**config.mk**
```make
export PLATFORM = sky130hd
export DESIGN_NAME = mem_port_rr_arbiter
export DESIGN_NICKNAME = d
export VERILOG_FILES = /design/src/rtl/arb_pkg.sv /design/src/rtl/Multiplexer_Binary_Behavioural.sv /design/src/rtl/Priority_Encoder.sv /design/src/rtl/rr_pointer_select.sv /design/src/rtl/mem_port_rr_arbiter.sv
export SDC_FILE = /design/constraint.sdc
export NUM_CORES = 1
export LEC_CHECK = 0
export BUFFER_PORTS_ARGS = -buffer_cell sky130_fd_sc_hd__clkbuf_2
export CAP_MARGIN = 5
export CELL_PAD_IN_SITES_DETAIL_PLACEMENT = 1
export CELL_PAD_IN_SITES_GLOBAL_PLACEMENT = 1
export CORE_AREA = 2 2 162 164
export DETAILED_ROUTE_END_ITERATION = 8
export DIE_AREA = 0 0 164 166
export GPL_ROUTABILITY_DRIVEN = 0
export GPL_TIMING_DRIVEN = 0
export PLACE_DENSITY_LB_ADDON = 0.1
export SYNTH_ARGS = -nofsm -noshare
export SYNTH_HDL_FRONTEND = slang
export SYNTH_HIERARCHICAL = 1
export SYNTH_SLANG_ARGS = --single-unit
```
**constraint.sdc**
```tcl
create_clock -name clk -period 1.77 [get_ports clk]
set_clock_uncertainty 0.15 [all_clocks]
set_input_delay 0 -clock clk [delete_from_list [all_inputs] [get_ports clk]]
set_output_delay 0 -clock clk [all_outputs]
set_load 0.02 [all_outputs]
```
**src/rtl/arb_pkg.sv**
```systemverilog
// ---------------------------------------------------------------------------
// arb_pkg
// Shared types and helpers for the round-robin memory port arbiter.
//   arb_state_t : two-state FSM encoding (idle / transaction in flight)
//   rr_mask     : priority mask that keeps only requesters above last_idx
// ---------------------------------------------------------------------------
package arb_pkg;

    typedef enum logic {
        ARB_IDLE = 1'b0,
        ARB_BUSY = 1'b1
    } arb_state_t;

    // Upper bound on requester count; sizes the generic mask helper.
    localparam int unsigned ARB_MAX_REQ = 16;

    // Returns ~((2 << last_idx) - 1), limited to num_req bits: every
    // requester strictly above the last one served keeps its priority.
    // For last_idx = num_req-1 the mask is empty, which makes the caller
    // fall back to plain lowest-index priority (the wrap-around case).
    function automatic logic [ARB_MAX_REQ-1:0] rr_mask(
        input logic [3:0]  last_idx,
        input int unsigned num_req
    );
        logic [31:0] upto;
        logic [31:0] in_range;
        upto     = (32'd2 << last_idx) - 32'd1;
        in_range = (32'd1 << num_req) - 32'd1;
        return ARB_MAX_REQ'(~upto & in_range);
    endfunction

endpackage

```
**src/rtl/Multiplexer_Binary_Behavioural.sv**
```systemverilog
// ---------------------------------------------------------------------------
// Multiplexer_Binary_Behavioural
// Binary-selected word multiplexer over a packed input bus.
//   selector_i : word index
//   words_i    : INPUT_COUNT words, word i at [i*WORD_WIDTH +: WORD_WIDTH]
//   word_o     : selected word (zero if selector is out of range)
// ---------------------------------------------------------------------------
module Multiplexer_Binary_Behavioural #(
    parameter  int WORD_WIDTH  = 32,
    parameter  int INPUT_COUNT = 4,
    localparam int SEL_W       = $clog2(INPUT_COUNT)
) (
    input  logic [SEL_W-1:0]                  selector_i,
    input  logic [WORD_WIDTH*INPUT_COUNT-1:0] words_i,
    output logic [WORD_WIDTH-1:0]             word_o
);

    always_comb begin
        word_o = '0;
        for (int i = 0; i < INPUT_COUNT; i++) begin
            if (selector_i == SEL_W'(i)) begin
                word_o = words_i[i*WORD_WIDTH +: WORD_WIDTH];
            end
        end
    end

endmodule

```
**src/rtl/Priority_Encoder.sv**
```systemverilog
// ---------------------------------------------------------------------------
// Priority_Encoder
// Lowest-index-first priority encoder.
//   word_i  : request vector
//   idx_o   : index of the lowest set bit (0 when none set)
//   valid_o : at least one bit of word_i is set
// ---------------------------------------------------------------------------
module Priority_Encoder #(
    parameter  int WIDTH = 4,
    localparam int IDX_W = $clog2(WIDTH)
) (
    input  logic [WIDTH-1:0] word_i,
    output logic [IDX_W-1:0] idx_o,
    output logic             valid_o
);

    always_comb begin
        idx_o = '0;
        // Scan from the top so the lowest set bit is the last one written.
        for (int i = WIDTH - 1; i >= 0; i--) begin
            if (word_i[i]) begin
                idx_o = IDX_W'(i);
            end
        end
    end

    assign valid_o = |word_i;

endmodule

```
**src/rtl/rr_pointer_select.sv**
```systemverilog
// ---------------------------------------------------------------------------
// rr_pointer_select
// Combinational round-robin pick: first requester above last_idx, else the
// lowest-index requester overall.
//   req_valid_i : per-requester request
//   last_idx_i  : index of the most recently completed grant
//   next_idx_o  : requester to grant next (meaningful when any_req_o)
//   any_req_o   : at least one requester is asking
// ---------------------------------------------------------------------------
module rr_pointer_select
    import arb_pkg::*;
#(
    parameter  int NUM_REQ   = 4,
    localparam int IDX_WIDTH = $clog2(NUM_REQ)
) (
    input  logic [NUM_REQ-1:0]   req_valid_i,
    input  logic [IDX_WIDTH-1:0] last_idx_i,
    output logic [IDX_WIDTH-1:0] next_idx_o,
    output logic                 any_req_o
);

    logic [NUM_REQ-1:0]   masked_req;
    logic [IDX_WIDTH-1:0] masked_idx;
    logic [IDX_WIDTH-1:0] unmasked_idx;
    logic                 masked_any;
    logic                 unmasked_any;

    assign masked_req = req_valid_i
                      & NUM_REQ'(rr_mask(4'(last_idx_i), unsigned'(NUM_REQ)));

    Priority_Encoder #(.WIDTH(NUM_REQ)) u_pe_masked (
        .word_i  (masked_req),
        .idx_o   (masked_idx),
        .valid_o (masked_any)
    );

    Priority_Encoder #(.WIDTH(NUM_REQ)) u_pe_unmasked (
        .word_i  (req_valid_i),
        .idx_o   (unmasked_idx),
        .valid_o (unmasked_any)
    );

    // Nobody above the pointer: wrap to the lowest-index requester.
    assign next_idx_o = masked_any ? masked_idx : unmasked_idx;
    assign any_req_o  = unmasked_any;

endmodule

```
**src/rtl/mem_port_rr_arbiter.sv**
```systemverilog
// ---------------------------------------------------------------------------
// mem_port_rr_arbiter
// Shares one memory request port between NUM_REQ requesters by round-robin,
// with one transaction in flight; the grant is held until mem_ready.
//   clk, rst           : clock (rising edge), async active-high reset
//   req_valid          : per-requester request
//   req_addr/wdata/wstrb : packed per-requester fields (wstrb==0 -> read)
//   req_ready          : one-hot completion pulse to the granted requester
//   req_rdata          : memory read data, broadcast (valid with req_ready)
//   mem_valid          : request to memory
//   mem_addr/wdata/wstrb : granted requester's fields, zero when idle
//   mem_ready, mem_rdata : memory completion and read data
//   grant_idx          : current / last grant index
// ---------------------------------------------------------------------------
module mem_port_rr_arbiter
    import arb_pkg::*;
#(
    parameter  int NUM_REQ    = 4,
    parameter  int ADDR_WIDTH = 32,
    parameter  int DATA_WIDTH = 32,
    localparam int STRB_WIDTH = DATA_WIDTH / 8,
    localparam int IDX_WIDTH  = $clog2(NUM_REQ)
) (
    input  logic                          clk,
    input  logic                          rst,
    input  logic [NUM_REQ-1:0]            req_valid,
    input  logic [NUM_REQ*ADDR_WIDTH-1:0] req_addr,
    input  logic [NUM_REQ*DATA_WIDTH-1:0] req_wdata,
    input  logic [NUM_REQ*STRB_WIDTH-1:0] req_wstrb,
    output logic [NUM_REQ-1:0]            req_ready,
    output logic [DATA_WIDTH-1:0]         req_rdata,
    output logic                          mem_valid,
    output logic [ADDR_WIDTH-1:0]         mem_addr,
    output logic [DATA_WIDTH-1:0]         mem_wdata,
    output logic [STRB_WIDTH-1:0]         mem_wstrb,
    input  logic                          mem_ready,
    input  logic [DATA_WIDTH-1:0]         mem_rdata,
    output logic [IDX_WIDTH-1:0]          grant_idx
);

    arb_state_t           state_q,     state_d;
    logic [IDX_WIDTH-1:0] grant_idx_q, grant_idx_d;
    logic [IDX_WIDTH-1:0] last_idx_q,  last_idx_d;

    logic [IDX_WIDTH-1:0] next_idx;
    logic                 any_req;
    logic                 done;

    logic [ADDR_WIDTH-1:0] addr_sel;
    logic [DATA_WIDTH-1:0] wdata_sel;
    logic [STRB_WIDTH-1:0] wstrb_sel;

    rr_pointer_select #(.NUM_REQ(NUM_REQ)) u_rr_select (
        .req_valid_i (req_valid),
        .last_idx_i  (last_idx_q),
        .next_idx_o  (next_idx),
        .any_req_o   (any_req)
    );

    // State and pointer registers. last_idx resets to the top requester so
    // requester 0 wins the first arbitration.
    always_ff @(posedge clk or posedge rst) begin
        if (rst) begin
            state_q     <= ARB_IDLE;
            grant_idx_q <= '0;
            last_idx_q  <= IDX_WIDTH'(NUM_REQ - 1);
        end else begin
            state_q     <= state_d;
            grant_idx_q <= grant_idx_d;
            last_idx_q  <= last_idx_d;
        end
    end

    assign done = (state_q == ARB_BUSY) && mem_ready;

    // Next-state logic. A grant is never withdrawn: BUSY only leaves on
    // mem_ready, regardless of what req_valid does meanwhile.
    always_comb begin
        state_d     = state_q;
        grant_idx_d = grant_idx_q;
        last_idx_d  = last_idx_q;
        case (state_q)
            ARB_IDLE: begin
                if (any_req) begin
                    grant_idx_d = next_idx;
                    state_d     = ARB_BUSY;
                end
            end
            ARB_BUSY: begin
                if (mem_ready) begin
                    last_idx_d = grant_idx_q;
                    state_d    = ARB_IDLE;
                end
            end
            default: state_d = ARB_IDLE;
        endcase
    end

    // Outputs. req_ready is combinational on mem_ready so completion is
    // reported in the same cycle the memory finishes.
    always_comb begin
        mem_valid = (state_q == ARB_BUSY);
        req_ready = '0;
        for (int i = 0; i < NUM_REQ; i++) begin
            req_ready[i] = done && (grant_idx_q == IDX_WIDTH'(i));
        end
    end

    Multiplexer_Binary_Behavioural #(
        .WORD_WIDTH  (ADDR_WIDTH),
        .INPUT_COUNT (NUM_REQ)
    ) u_mux_addr (
        .selector_i (grant_idx_q),
        .words_i    (req_addr),
        .word_o     (addr_sel)
    );

    Multiplexer_Binary_Behavioural #(
        .WORD_WIDTH  (DATA_WIDTH),
        .INPUT_COUNT (NUM_REQ)
    ) u_mux_wdata (
        .selector_i (grant_idx_q),
        .words_i    (req_wdata),
        .word_o     (wdata_sel)
    );

    Multiplexer_Binary_Behavioural #(
        .WORD_WIDTH  (STRB_WIDTH),
        .INPUT_COUNT (NUM_REQ)
    ) u_mux_wstrb (
        .selector_i (grant_idx_q),
        .words_i    (req_wstrb),
        .word_o     (wstrb_sel)
    );

    // Idle bus is forced to zero so nothing stale leaks to the memory side.
    assign mem_addr  = mem_valid ? addr_sel  : '0;
    assign mem_wdata = mem_valid ? wdata_sel : '0;
    assign mem_wstrb = mem_valid ? wstrb_sel : '0;

    assign req_rdata = mem_rdata;
    assign grant_idx = grant_idx_q;

endmodule

```
# After elaboration in Yosys (flattened, before gate mapping)
# Cells that the tools add are included.
# W data, S select, Z words.
# op_classes
addsub	1
eq_ne	3
shift	1
mux	27
n_bitwise	3
reduce_logical	10
# op_table
cell	n
$mux W32	10
$mux W4	5
$mux W2	9
$reduce_or A4 Y1	2
$logic_and A1 B1 Y1	5
$and A4 B4 Y4	1
$eq A2 B2 Y1 const B	2
$not A4 Y4	1
$reduce_and A2 Y1	2
$shl A2 B2 Y4 const A	1
$sub A4 B1 Y4 const B	1
$eq A2 B1 Y1 const B	1
$logic_not A2 Y1	1
$mux W1	2
$pmux W1 S2	1
$not A1 Y1	1
# word_totals
reg_bits	5
input_bits	311
out_inout_bits	107
elab_cells	48

# Depth between registers and ports, before layout
# depth
depth_word	9
mapped_depth	5

# By module
# The synthesis kept the hierarchy.
# by_module_without_submodules
mod	n_inst	cells_each	area_each_um2	seq_area_each_um2
Multiplexer_Binary_Behavioural (u_mux_addr ...)	2	39	814.5	0.0
mem_port_rr_arbiter	1	125	935.9	127.6
Multiplexer_Binary_Behavioural (u_mux_wstrb)	1	4	105.1	0.0
Priority_Encoder	2	7	35.0	0.0
rr_pointer_select	1	6	55.1	0.0

# Worst setup path before layout
# Ideal clock, no wire load.
# synth_timing
path_type	flip-flop to output port
from	reg grant_idx_q[0], in the netlist grant_idx[0]
to	out mem_addr[10]
arrival_time_ns	1.702
required_time_ns	1.620
setup_slack_ns	-0.082
path_stages_with_launch	5
n_path_buf	2
cell_sequence	dfrtp_1 > buf_6 > buf_12 > mux4_2 > and2_1
# synth_via
elab_chain_len	6
# synth_rtl
element	line_no	text
start, declared	mem_port_rr_arbiter.sv:42	logic [IDX_WIDTH-1:0] grant_idx_q, grant_idx_d;
start signal, assigned	mem_port_rr_arbiter.sv:69	grant_idx_q <= grant_idx_d;
$logic_not A2 Y1	Multiplexer_Binary_Behavioural.sv:21	if (selector_i == SEL_W'(i)) begin
$mux W32 (3 in series)	Multiplexer_Binary_Behavioural.sv:21	
$mux W32 *	Multiplexer_Binary_Behavioural.sv:21	
named net addr_sel[10]	mem_port_rr_arbiter.sv:49	logic [ADDR_WIDTH-1:0] addr_sel;
$mux W32 *	mem_port_rr_arbiter.sv:137	assign mem_addr = mem_valid ? addr_sel : '0;
end, declared	mem_port_rr_arbiter.sv:33	output logic [ADDR_WIDTH-1:0] mem_addr,
# Mark *: on every way through the listed nets, which the timed path passes. The rest lies on a longest branch.

# Final worst setup path
# layout_timing
from	reg grant_idx_q[0], in the netlist grant_idx[0]
to	out mem_wdata[8]
# layout_via
elab_chain_len	6
# layout_rtl
element	line_no	text
$logic_not A2 Y1	Multiplexer_Binary_Behavioural.sv:21	
$mux W32 (3 in series)	Multiplexer_Binary_Behavioural.sv:21	
$mux W32 *	Multiplexer_Binary_Behavioural.sv:21	
named net wdata_sel[8]	mem_port_rr_arbiter.sv:50	logic [DATA_WIDTH-1:0] wdata_sel;
$mux W32 *	mem_port_rr_arbiter.sv:138	assign mem_wdata = mem_valid ? wdata_sel : '0;
end, declared	mem_port_rr_arbiter.sv:34	output logic [DATA_WIDTH-1:0] mem_wdata,
# Marked as above.

==> insert_results.sql <==
INSERT INTO impl_metrics (metric_group, metric, value, unit) VALUES
('global_routing', 'vias_in_the_first_global_route', '4016', ''),
('sta', 'final.period_utilization', '112', '%'),
('final_layout', 'final.fill_count', '3015', ''),
('global_routing', 'wire_length_of_the_first_global_routing_pass', '24000', 'um'),
('sta', 'whs', '0.0683', 'ns'),
('routing', 'finalWirelength', '17300', 'um'),
('pwr', 'sw_frac_of_total', '41.7', '%'),
('synthesis', 'synthMuxAreaShare', '58.5', '%'),
('clock_network', 'clock_sink_count', '5', ''),
('worst_setup_path', 'worst_setup_path_startpoint', 'grant_idx[0]', ''),
('worst_setup_path', 'critical_path.max_fanout', '8', ''),
('worst_setup_path', 'r2r-end', 'grant_idx[1]', ''),
('synthesis', 'postSynth.asyncResetShare', '100', '%'),
('clock_network', 'cts-buffers-inserted', '3', ''),
('pwr', 'static-leakage-power', '0.00303', 'uW'),
('run_status', 'run_status', 'finished, violations left', ''),
('synthesis', 'synth_seq_cells', '5', ''),
('synthesis', 'synthMostInstantiatedCell', 'sky130_fd_sc_hd__and2_1', ''),
('clock_network', 'clkTransAtPathRegs', '0.03', 'ns'),
('sta', 'relSlewSlack', '61.9', '%'),
('worst_setup_path', 'setup.worst_path.end', 'mem_wdata[8]', ''),
('pwr', 'p_clk_share', '4.4', '%'),
('worst_setup_path', 'worstSetupPathType', 'register to output pin', ''),
('pwr', 'power_frac_comb', '91.4', '%'),
('sta', 'rsz0062_at_grt', 'yes', ''),
('routing', 'drt-wirelength-per-cell', '17.9', 'um'),
('routing', 'detail_route.vias_per_cell', '3.76', ''),
('worst_setup_path', 'reg2reg_slack', '0.09', 'ns'),
('final_layout', 'area.growth.synth_to_final', '116', '%'),
('clock_network', 'clk-insertion-delay-late', '0.23', 'ns'),
('synthesis', 'synth_top_flop_cell', 'sky130_fd_sc_hd__dfrtp_1', ''),
('clock_network', 'htreeDepth', '1', ''),
('pwr', 'worst_ir_drop_vdd', '555', 'uV'),
('sta', 'worst_pin_slew', '0.572', 'ns'),
('sta', 'fin_setup_tns', '-12.13', 'ns'),
('hold_path', 'timing.hold.worst.class', 'input pin to asynchronous set/reset pin', ''),
('worst_setup_path', 'rr_worst_depth', '5', ''),
('worst_setup_path', 'data_required_time_at_the_worst_endpoint', '1.62', 'ns'),
('pwr', 'power.total', '8460', 'uW'),
('die', 'num_rows', '59', ''),
('worst_setup_path', 'arrival', '1.83', 'ns'),
('final_layout', 'multi_input_area', '0.00236', 'mm2'),
('die', 'io_pins', '418', ''),
('placed_design', 'detailedPlacementHpwl', '15100', 'um'),
('clock_network', 'cts_tree', 'built', ''),
('sta', 'timing.final.hold_violations', '0', ''),
('global_routing', 'grt_start_max_net_pins', '13', ''),
('synthesis', 'synth_simple_gate_area_share', '19.1', '%'),
('die', 'die_area', '0.0272', 'mm2'),
('sta', 'fin_crit', '1.98', 'ns'),
('sta', 'timing.final.setup_violations', '68', ''),
('final_layout', 'final-instance-count-excl-fill', '968', ''),
('routing', 'drc', '0', ''),
('synthesis', 'synth_compound_area_share', '1.16', '%'),
('synthesis', 'synthesis.yosys.warnings', '6', ''),
('worst_setup_path', 'setup.worst_path.end_class', 'output pin', ''),
('global_routing', 'grt_antenna_before_repair', '0', ''),
('synthesis', 'synthCells', '227', ''),
('synthesis', 'synthXorXnorAreaFrac', '0', '%'),
('run_status', 'failing_checks', 'setup timing', ''),
('worst_setup_path', 'cp-start-kind', 'register', ''),
('worst_setup_path', 'crit-reg2reg-launch', 'last_idx_q[1]', ''),
('sta', 'postLayoutSetupSlackWorst', '-0.214', 'ns'),
('final_layout', 'postLayoutCoreUtil', '23.6', '%'),
('synthesis', 'synth.top_cell.area_share', '48.3', '%'),
('flow_run', 'max_cap_violations', '0', ''),
('synthesis', 'post-synth-top-area-cell', 'sky130_fd_sc_hd__mux4_2', ''),
('final_layout', 'layout.area.seq', '136', 'um2'),
('sta', 'max_clock_freq', '0.504', 'GHz'),
('routing', 'dr.first_iter.drc_count', '69', ''),
('synthesis', 'synth_top_family_by_area', 'multiplexers', '');
state kept, by name (all words and copies together) (netlist names):
| signal | count |
|---|---|
| last_idx_q | 2 |
| grant_idx | 2 |
| mem_valid | 1 |
area by class of cell:
type / instances / area share, %
plain buffers: 53 / 7.77
multi-input cells: 167 / 39.1
flip-flops and latches: 5 / 2.26
clock buffers: 4 / 1.30
well taps: 335 / 6.94
inverters: 4 / 0.249
repair buffers: 400 / 42.4
logic make-up (layout without fill, tap and decap cells):
kind of cell | count (synthesis) | in the layout
AO/OA/AOI/OAI | 4 | 4
buffers and inverters | 57 | 461
flip-flops | 5 | 5
multiplexers | 74 | 74
other | 1 | 3
AND/OR/NAND/NOR | 86 | 86
critical path, stage by stage (launching register included):
cell                        delay [ns]
sky130_fd_sc_hd__dfrtp_4          0.47
sky130_fd_sc_hd__buf_12           0.17
sky130_fd_sc_hd__clkbuf_16        0.16
sky130_fd_sc_hd__mux4_2           0.48
sky130_fd_sc_hd__and2_1           0.17
sky130_fd_sc_hd__clkbuf_2         0.15
stage by stage:
step / setup slack [ns] / instance area (um2)
after detailed placement: -0.589 / 5150
after floorplan: 0.0660 / 2800
after CTS: -0.282 / 5470
after global routing: -0.281 / 6040
after global placement: -0.574 / 5150
final: -0.214 / 6040
how the worst min path moves through the flow:
stage,endpoint,startpoint,cells after the start,slack (ns)
3_5_place_dp,grant_idx[1],rst,2,-0.26
3_3_place_gp,grant_idx[1],rst,2,-0.27
6_report,grant_idx[1],rst,3,0.07
2_1_floorplan,grant_idx[1],rst,1,-0.37
4_1_cts,grant_idx[1],rst,3,0.08
5_1_grt,req_rdata[28],mem_rdata[28],2,0.08
metal layers:
metal	global-route usage, %	share of wire (%)	up-vias
li1	-	-	1661
met1	11.8	34	1746
met2	23.3	56	222
met3	2.95	10	10
met4	1.53	0.74	0
met5	0	0	-
power groups by stage:
stage / clock network [uW] / logic (uW) / registers (uW)
final: 372 / 7730 / 352
after global routing: 384 / 8250 / 379
after CTS: 378 / 6270 / 372
after detailed placement: 0 / 5700 / 402
after global placement: 0 / 5680 / 399
after floorplan: 0 / 3850 / 313
repair_timing:
action | CTS | global route
pin swaps | 1 | 8
setup endpoints to repair | 73 | 70
hold buffers | 2 | 0
gates resized for setup | 37 | 229
buffers inserted | 6 | 1
gates cloned | 2 | 4
endpoints found under the hold margin | 6 | 0
cell usage in the layout (no fill, tap or decap), types with 2 or more instances in the layout:
cell type and count:
sky130_fd_sc_hd__a21oi_2 2, sky130_fd_sc_hd__and2_1 12, sky130_fd_sc_hd__and2_4 56, sky130_fd_sc_hd__buf_12 8
sky130_fd_sc_hd__buf_16 2, sky130_fd_sc_hd__buf_2 12, sky130_fd_sc_hd__buf_4 40, sky130_fd_sc_hd__buf_6 54
sky130_fd_sc_hd__buf_8 7, sky130_fd_sc_hd__clkbuf_1 2, sky130_fd_sc_hd__clkbuf_16 7, sky130_fd_sc_hd__clkbuf_2 322
sky130_fd_sc_hd__conb_1 3, sky130_fd_sc_hd__dfrtp_4 2, sky130_fd_sc_hd__dfstp_2 2, sky130_fd_sc_hd__dlygate4sd3_1 2
sky130_fd_sc_hd__inv_1 4, sky130_fd_sc_hd__mux2_2 2, sky130_fd_sc_hd__mux2_4 4, sky130_fd_sc_hd__mux4_1 4
sky130_fd_sc_hd__mux4_2 64, sky130_fd_sc_hd__nand2b_1 2, sky130_fd_sc_hd__nor2_1 3, sky130_fd_sc_hd__nor3_1 3
sky130_fd_sc_hd__nor3b_1 2
Note: power is estimated with default switching activity, not from simulation.
